**config.mk**
```make
export PLATFORM = sky130hd
export DESIGN_NAME = leaf_bft_endpoint
export DESIGN_NICKNAME = d
export VERILOG_FILES = /design/src/rtl/leaf_bft_endpoint.sv
export SDC_FILE = /design/constraint.sdc
export NUM_CORES = 2
export LEC_CHECK = 0
export BUFFER_PORTS_ARGS = -buffer_cell sky130_fd_sc_hd__buf_4
export CAP_MARGIN = 25
export CORE_UTILIZATION = 30
export CTS_CLUSTER_SIZE = 8
export DETAILED_ROUTE_END_ITERATION = 10
export GPL_TIMING_DRIVEN = 0
export PLACE_DENSITY = 0.48
export SLEW_MARGIN = 30
export SYNTH_ARGS = -nofsm -noshare
export SYNTH_HDL_FRONTEND = slang
export SYNTH_SLANG_ARGS = --single-unit
```
**constraint.sdc**
```tcl
create_clock -name clk -period 5.65 [get_ports clk]
set_clock_uncertainty 0.15 [all_clocks]
set_input_delay 0.2825 -clock clk [delete_from_list [all_inputs] [get_ports clk]]
set_output_delay 0.2825 -clock clk [all_outputs]
set_load 0.05 [all_outputs]
```
**src/rtl/leaf_bft_endpoint.sv**
```systemverilog
// BFT-side peer of a page leaf: packs a source stream into credit-limited BFT packets and
// unpacks arriving BFT data packets into a FWFT receive FIFO that returns freespace credit.
module leaf_bft_endpoint #(
    parameter int PACKET_BITS           = 49,
    parameter int PAYLOAD_BITS          = 32,
    parameter int NUM_LEAF_BITS         = 5,
    parameter int NUM_PORT_BITS         = 4,
    parameter int NUM_ADDR_BITS         = 7,
    parameter int RX_DEPTH              = 128,
    parameter int FREESPACE_UPDATE_SIZE = 64
) (
    input  logic                     clk,
    input  logic                     reset,
    input  logic [NUM_LEAF_BITS-1:0] dest_leaf,
    input  logic [NUM_PORT_BITS-1:0] dest_port,
    input  logic [PAYLOAD_BITS-1:0]  tx_data,
    input  logic                     tx_valid,
    output logic                     tx_ready,
    output logic [PACKET_BITS-1:0]   dout_bft,
    input  logic [PACKET_BITS-1:0]   din_bft,
    output logic [PAYLOAD_BITS-1:0]  rx_data,
    output logic                     rx_valid,
    input  logic                     rx_ready,
    output logic [NUM_ADDR_BITS:0]   credit,
    output logic [15:0]              rx_drop_cnt
);

    localparam int CRED_W  = NUM_ADDR_BITS + 1;
    localparam int SUM_W   = CRED_W + 2;
    localparam int PTR_W   = $clog2(RX_DEPTH);
    localparam int CNT_W   = PTR_W + 1;
    localparam int CONS_W  = $clog2(FREESPACE_UPDATE_SIZE);
    localparam int ADDR_LO = PAYLOAD_BITS;
    localparam int PORT_LO = ADDR_LO + NUM_ADDR_BITS;
    localparam int LEAF_LO = PORT_LO + NUM_PORT_BITS;
    localparam logic [CRED_W-1:0] CREDIT_MAX = CRED_W'(1) << NUM_ADDR_BITS;

    function automatic logic [PACKET_BITS-1:0] pack_pkt(
        input logic [NUM_LEAF_BITS-1:0] leaf,
        input logic [NUM_PORT_BITS-1:0] port,
        input logic [NUM_ADDR_BITS-1:0] addr,
        input logic [PAYLOAD_BITS-1:0]  payload
    );
        return {1'b1, leaf, port, addr, payload};
    endfunction

    logic [CRED_W-1:0]        credit_q, credit_d;
    logic [NUM_ADDR_BITS-1:0] seq_q, seq_d;
    logic [CONS_W-1:0]        consumed_q, consumed_d;
    logic                     pending_fs_q, pending_fs_d;
    logic [NUM_LEAF_BITS-1:0] fs_leaf_q, fs_leaf_d;
    logic [PACKET_BITS-1:0]   dout_q, dout_d;
    logic                     tx_ready_q, tx_ready_d;
    logic [15:0]              drop_cnt_q, drop_cnt_d;
    logic [PTR_W-1:0]         wr_ptr_q, wr_ptr_d, rd_ptr_q, rd_ptr_d;
    logic [CNT_W-1:0]         count_q, count_d;
    logic [PAYLOAD_BITS-1:0]  mem_q [RX_DEPTH];

    logic                     din_valid_s, fs_in_s, data_in_s;
    logic [NUM_PORT_BITS-1:0] din_port_s;
    logic [NUM_LEAF_BITS-1:0] din_leaf_s;
    logic [PAYLOAD_BITS-1:0]  din_payload_s;
    logic                     send_data_s, pop_s, push_s, drop_s, fifo_full_s;
    logic [7:0]               credit_inc_s;
    logic [SUM_W-1:0]         credit_sum_s;
    logic                     unused_s;

    assign din_valid_s   = din_bft[PACKET_BITS-1];
    assign din_leaf_s    = din_bft[LEAF_LO +: NUM_LEAF_BITS];
    assign din_port_s    = din_bft[PORT_LO +: NUM_PORT_BITS];
    assign din_payload_s = din_bft[PAYLOAD_BITS-1:0];
    // The sequence field of incoming packets carries no meaning for this endpoint.
    assign unused_s      = ^din_bft[ADDR_LO +: NUM_ADDR_BITS];

    assign fs_in_s      = din_valid_s && (din_port_s == '0);
    assign data_in_s    = din_valid_s && (din_port_s != '0);
    assign send_data_s  = tx_valid && tx_ready_q;
    assign pop_s        = (count_q != '0) && rx_ready;
    assign fifo_full_s  = (count_q == CNT_W'(RX_DEPTH));
    // A pop in the same cycle frees a slot, so a full FIFO still accepts the push.
    assign push_s       = data_in_s && (!fifo_full_s || pop_s);
    assign drop_s       = data_in_s && !push_s;

    assign tx_ready     = tx_ready_q;
    assign dout_bft     = dout_q;
    assign credit       = credit_q;
    assign rx_drop_cnt  = drop_cnt_q;
    assign rx_valid     = (count_q != '0);
    assign rx_data      = mem_q[rd_ptr_q];

    // Next-state logic for credit, sequence, credit return and the outgoing packet.
    always_comb begin
        credit_inc_s = 8'd0;
        if (fs_in_s) begin
            credit_inc_s = din_payload_s[7:0];
        end else begin
            credit_inc_s = 8'd0;
        end

        credit_sum_s = SUM_W'(credit_q) + SUM_W'(credit_inc_s) - SUM_W'(send_data_s);
        if (credit_sum_s > SUM_W'(CREDIT_MAX)) begin
            credit_d = CREDIT_MAX;
        end else begin
            credit_d = credit_sum_s[CRED_W-1:0];
        end

        if (send_data_s) begin
            seq_d = seq_q + NUM_ADDR_BITS'(1);
        end else begin
            seq_d = seq_q;
        end

        consumed_d   = consumed_q;
        pending_fs_d = pending_fs_q ? 1'b0 : pending_fs_q;
        if (pop_s) begin
            if (consumed_q == CONS_W'(FREESPACE_UPDATE_SIZE - 1)) begin
                consumed_d   = '0;
                pending_fs_d = 1'b1;
            end else begin
                consumed_d   = consumed_q + CONS_W'(1);
            end
        end else begin
            consumed_d = consumed_q;
        end

        // Freespace return wins; tx_ready is already low while it is pending.
        if (pending_fs_q) begin
            dout_d = pack_pkt(fs_leaf_q, NUM_PORT_BITS'(0), NUM_ADDR_BITS'(0),
                              PAYLOAD_BITS'(FREESPACE_UPDATE_SIZE));
        end else if (send_data_s) begin
            dout_d = pack_pkt(dest_leaf, dest_port, seq_q, tx_data);
        end else begin
            dout_d = '0;
        end

        tx_ready_d = (credit_d != '0) && !pending_fs_d;

        if (data_in_s) begin
            fs_leaf_d = din_leaf_s;
        end else begin
            fs_leaf_d = fs_leaf_q;
        end

        if (drop_s && (drop_cnt_q != 16'hFFFF)) begin
            drop_cnt_d = drop_cnt_q + 16'd1;
        end else begin
            drop_cnt_d = drop_cnt_q;
        end
    end

    // Receive FIFO pointer and occupancy bookkeeping.
    always_comb begin
        if (push_s) begin
            wr_ptr_d = wr_ptr_q + PTR_W'(1);
        end else begin
            wr_ptr_d = wr_ptr_q;
        end
        if (pop_s) begin
            rd_ptr_d = rd_ptr_q + PTR_W'(1);
        end else begin
            rd_ptr_d = rd_ptr_q;
        end
        count_d = count_q + CNT_W'(push_s) - CNT_W'(pop_s);
    end

    // State registers; reset clears any in-flight packet and discards buffered rx words.
    always_ff @(posedge clk or negedge reset) begin
        if (!reset) begin
            credit_q     <= CREDIT_MAX;
            seq_q        <= '0;
            consumed_q   <= '0;
            pending_fs_q <= 1'b0;
            fs_leaf_q    <= '0;
            dout_q       <= '0;
            tx_ready_q   <= 1'b0;
            drop_cnt_q   <= 16'd0;
            wr_ptr_q     <= '0;
            rd_ptr_q     <= '0;
            count_q      <= '0;
        end else begin
            credit_q     <= credit_d;
            seq_q        <= seq_d;
            consumed_q   <= consumed_d;
            pending_fs_q <= pending_fs_d;
            fs_leaf_q    <= fs_leaf_d;
            dout_q       <= dout_d;
            tx_ready_q   <= tx_ready_d;
            drop_cnt_q   <= drop_cnt_d;
            wr_ptr_q     <= wr_ptr_d;
            rd_ptr_q     <= rd_ptr_d;
            count_q      <= count_d;
        end
    end

    // Receive FIFO storage; contents are qualified by the pointers, so no reset is needed.
    always_ff @(posedge clk) begin
        if (push_s) begin
            mem_q[wr_ptr_q] <= din_payload_s;
        end
    end

endmodule
```
After elaboration in Yosys (flattened, before gate mapping). Memories as Yosys holds them, arrays and structs flattened. Cells that the tools add are included.

Register bits: 115. Bits in latches: 0. Memory bits (writable): 4096. Memory bits (read-only): 0. Input port bits: 94. Output and inout port bits: 107. Word-level logic and storage cells: 50. Memories: 1.

$add $sub $neg: 9. Multiply operators: 0. Div/mod/pow operators: 0. Order comparisons: 1. Eq/ne operators: 3. Shift-type cells: 0. Mux-type cells: 9. Bitwise gates (word level): 0. Reduce and logical (&&, ||, !) cells: 16.

Memory list: mem_q (depth 128, bits a word 32, rd ports 1, clocked after memory_dff 0, wr ports 1, RTL line 57) `logic [PAYLOAD_BITS-1:0] mem_q [RX_DEPTH];`.

Operators by type and width (number): $mux W49 (2); $add A7 B1 Y7 const B (3); $add A16 B1 Y16 const B (1); $mux W8 (2); $ne A16 B16 Y1 const B (1); $reduce_bool A8 Y1 (2); $gt A10 B8 Y1 const B (1); $sub A9 B1 Y10 (1); $add A8 B8 Y9 (1); $add A8 B1 Y8 (1); $eq A8 B8 Y1 const B (1); $logic_and A1 B1 Y1 (8); $sub A8 B1 Y8 (1); $add A6 B1 Y6 const B (1); $eq A6 B6 Y1 const B (1); $mux W6 (1); $logic_not A4 Y1 (1); $mux W1 (4); $reduce_bool A4 Y1 (1); $logic_not A1 Y1 (3); $logic_or A1 B1 Y1 (1).

Longest topological paths before layout.
Word-level depth: 9. Gate-level depth with buffers: 17. Mapped depth without buffers: 17.

Worst setup path before layout. Ideal clock, no wire load.

Path kind: register to register. Start: register count_q[4]. End: memory mem_q[107][0], enable pin. Setup time: 0.421 ns. Arrival time: 3.155 ns. Required time: 5.079 ns. Slack: 1.924 ns. Cell stages (with the launch flop): 11. Path buffers: 1. Clock period less this slack: 3.726 ns. Path through: dfrtp_1 > inv_1 > ha_1 > and4bb_2 > o211ai_1 > and2_1 > inv_1 > nor2_1 > nand3_1 > clkbuf_1 > nor2_1.

Word-level cells in the longest chain between the ends: 6. Elaborated cells between the ends (all ways): 8. Classes of those cells: eq/ne: 1; mux: 2; reduce/logical: 5.

RTL lines: start, declared (RTL line 56) `logic [CNT_W-1:0] count_q, count_d;`; start signal, assigned (RTL line 191) `count_q <= count_d;`; $eq A8 B8 Y1 / $reduce_bool A8 Y1 (equally long branches) (RTL line 79, 78); $logic_not A1 Y1 / $logic_and A1 B1 Y1 (equally long branches) (RTL line 81, 78); $logic_or A1 B1 Y1 (*) (RTL line 81) `assign push_s = data_in_s && (!fifo_full_s || pop_s);`; $logic_and A1 B1 Y1 (*) (RTL line 81); $mux W1 (*) (RTL line 197) `if (push_s) begin`; $mux W1 (not written as such) (*) (RTL line 198) `mem_q[wr_ptr_q] <= din_payload_s;`; end, declared (RTL line 57).

Every way passes the cells marked *; elsewhere a longest branch is shown, timed or not.

Worst setup path in the final report.
Start: register rd_ptr_q[5]. End: output rx_data[0].

Word-level cells in the longest chain between the ends: 1.

RTL lines: start, declared (RTL line 55) `logic [PTR_W-1:0] wr_ptr_q, wr_ptr_d, rd_ptr_q, rd_ptr_d;`; start signal, assigned (RTL line 190) `rd_ptr_q <= rd_ptr_d;`; $mem_v2 Z128 W32; end, declared (RTL line 21) `output logic [PAYLOAD_BITS-1:0] rx_data,`.

Every way passes these cells.

==> results_dict.tcl <==
set metrics [dict create \
    worstMarginPinSlew_ns 1.18 \
    vdd_drop_max_mv 0.401 \
    synth_seq_cells 4211 \
    core_area_mm2 0.541 \
    worst_setup_path_start_kind "flop" \
    r2r_start "count_q[4]" \
    syn-cell-area_mm2 0.163 \
    clkSinkCount 4211 \
    area_growth_pct 25.6 \
    worstRegToRegCells 13 \
    clock.fmax_mhz 170 \
    nNetsFinal 8983 \
    post-route-period-util_pct 104 \
    p_per_area_mw_per_mm2 522 \
    seq_area_mm2 0.126 \
    antenna_found_initial 70 \
    finalWorstSetupSlack_ns -0.217 \
    crit_required_ns 5.22 \
    fin_cells 16194 \
    fin_area_mm2 0.204 \
    synth.avg_cell_area_um2 21.7 \
    wl_mm 648 \
    status "complete, but fails checks" \
    final_hold_viol_count 0 \
    cts_buffers 598 \
    drive_gt1_share_pct 32.8 \
    syn_inst 7483 \
    total_leakage_power_uw 0.0658 \
    violations "negative setup slack" \
    final_max_slew_viol_count 0 \
    arrival_ns 5.43 \
    grt_overflow 0 \
    mostFrequentLayoutCells "edfxtp_1 (4096), mux4_2 (897), clkbuf_16 (603)" \
    synth.top_cell.area_share_pct 75.6 \
    crit_type "reg2out" \
    yosys_warnings 0 \
    dp_hpwl_mm 462 \
    clock_path_buffers 4 \
    min-delay-start "din_bft[18]" \
    fp-row-count 270 \
    yosys.cell_types.count 70 \
    drc 0 \
    multi_input_area_mm2 0.0363 \
    die_h_um 738 \
    async_reset_ff_share_pct 2.73 \
    relSlewSlack_pct 21.3 \
    worstSkewPairLatency_ns 1.08 \
    hold_class "in2reg" \
    port_buffers 193 \
    cts_root_buf "clkbuf_16" \
    fill_cells 48454 \
    gp_congestion 0.938 \
    ant_nets 0 \
    avgRoutedWirePerCell_um 40.0 \
    r2r-end "mem_q[51][19]" \
    seq_area_frac_synth_pct 77.4 \
    synth-edff-count 4096 \
    synth_flop_cell "edfxtp_1" \
    grt_pass1_wl_mm 847 \
    grt_use_total_pct 23.2 \
    fin_crit_ns 5.87 \
    synth_nets 7612 \
    tritoncts "built" \
    io_pins 201 \
    ys_top_cells_by_area "edfxtp_1 (76%), mux4_2 (12%), mux2i_1 (2.6%), dfrtp_1 (1.8%), mux2_2 (1.1%)" \
    place_area_mm2 0.185 \
    drv_cap 0 \
    synth_top_cell_by_area "edfxtp_1" \
    die_x_um 738 \
    setup.worst_path.end_class "output pin" \
    initial_core_util_pct 30.1 \
    dp_cells 15268 \
    cts.htree.levels 6 \
    path_clk_slew_ns 0.05 \
    grt_pass1_vias 88686 \
    whs_path_depth 2 \
    vias 90626 \
    final_common_cell "edfxtp_1" \
    drt-vias-per-instance 5.60 \
    grt_max_degree 129 \
    firstDrtPassIters 9 \
    setup-violations-final 20 \
    drtIter0Drc 14086 \
    die-area_mm2 0.545 \
    holdPathEnd "mem_q[68][18]" \
    path_max_fanout 10 \
    rsz0062_at_grt "false" \
    reg2reg_slack_ns 0.47 \
]
[per-stage QoR]
step                      util, %  hold WS, ns  worst slack, ns  TNS [ns]  total power, uW
after floorplan                 -       -0.163             1.92         0            53800
after global routing         37.8       0.0524           0.0207         0           109000
after CTS                    37.8      0.00247          -0.0857    -0.212           106000
after global placement       32.0        0.307            -2.84  -7813.88            71600
final                        37.8       0.0395           -0.217    -0.997           107000
after detailed placement     34.1       0.0298           -0.806     -2.01            72800
[Yosys cell counts, types with 55 or more instances]
| cell | count |
|---|---|
| a21oi_1 | 137 |
| a22oi_1 | 143 |
| a31oi_1 | 56 |
| buf_2 | 127 |
| buf_4 | 100 |
| clkbuf_1 | 108 |
| dfrtp_1 | 114 |
| edfxtp_1 | 4096 |
| mux2_2 | 154 |
| mux2i_1 | 415 |
| mux4_2 | 897 |
| nand2_1 | 174 |
| nand3_1 | 70 |
| nor2_1 | 193 |
| o21ai_0 | 99 |
| o22ai_1 | 55 |
[worst max-delay path: stages (launching register included)]
cell	delay (ns)
dfrtp_1	0.34
clkbuf_2	0.38
nor2b_1	0.09
clkbuf_2	0.35
clkbuf_2	0.55
nand2_1	0.59
o22ai_1	0.33
nor2_4	0.50
o221ai_1	0.44
a21oi_2	0.41
buf_4	0.27
[flip-flops by register name (all words and copies together), names as in the netlist]
register and cells:
wr_ptr_q 7, count_q 8, tx_ready 1, dout_bft 49, consumed_q 6, rd_ptr_q 7, credit 8, mem_q 4096
seq_q 7, pending_fs_q 1, fs_leaf_q 5, rx_drop_cnt 16
[logic make-up after synthesis]
| group | share of synthesized area, % |
|---|---|
| simple gates | 1.78 |
| buf+inv | 1.61 |
| fa+ha+maj | 0.278 |
| compound gates | 2.66 |
| xor+xnor | 0.226 |
| mux | 16.1 |
| flops | 77.4 |
[layout make-up]
class | count | share of cell area [%]
flip-flops and latches | 4211 | 61.6
repair buffers | 777 | 6.65
multi-input cells | 2829 | 17.7
plain buffers | 391 | 1.56
clock buffers | 646 | 7.46
well taps | 7208 | 4.41
inverters | 46 | 0.0845
diodes | 28 | 0.0343
clock inverters | 58 | 0.491
[worst max path at each step]
stage,end,cells past startpoint,start
2_1_floorplan,mem_q[107][0],10,count_q[4]
3_3_place_gp,mem_q[35][8],9,count_q[6]
3_5_place_dp,rx_data[29],13,rd_ptr_q[1]
4_1_cts,rx_data[29],12,rd_ptr_q[1]
5_1_grt,rx_data[29],12,rd_ptr_q[0]
6_report,rx_data[0],10,rd_ptr_q[5]
[report_power, final]
group          switching [uW]  leakage, uW  internal [uW]
combinational           26400       0.0196          12600
sequential                265       0.0383          35000
clock                   13400      0.00792          19000
[metal layers]
metal / vias up / wire [um] / global-route usage (%)
li1: 34021 / - / -
met1: 49573 / 244000 / 29.6
met2: 5744 / 299000 / 36.7
met3: 1262 / 67300 / 6.29
met4: 26 / 37400 / 11.1
met5: - / 437 / 0.192
[repair_timing]
action,in CTS,in global routing
hold buffers,186,0
pin swaps,21,2
setup endpoints to repair,32,14
buffers inserted,10,0
gates resized for setup,368,15
endpoints found under the hold margin,4266,0
(Power assumes the default switching activity.)
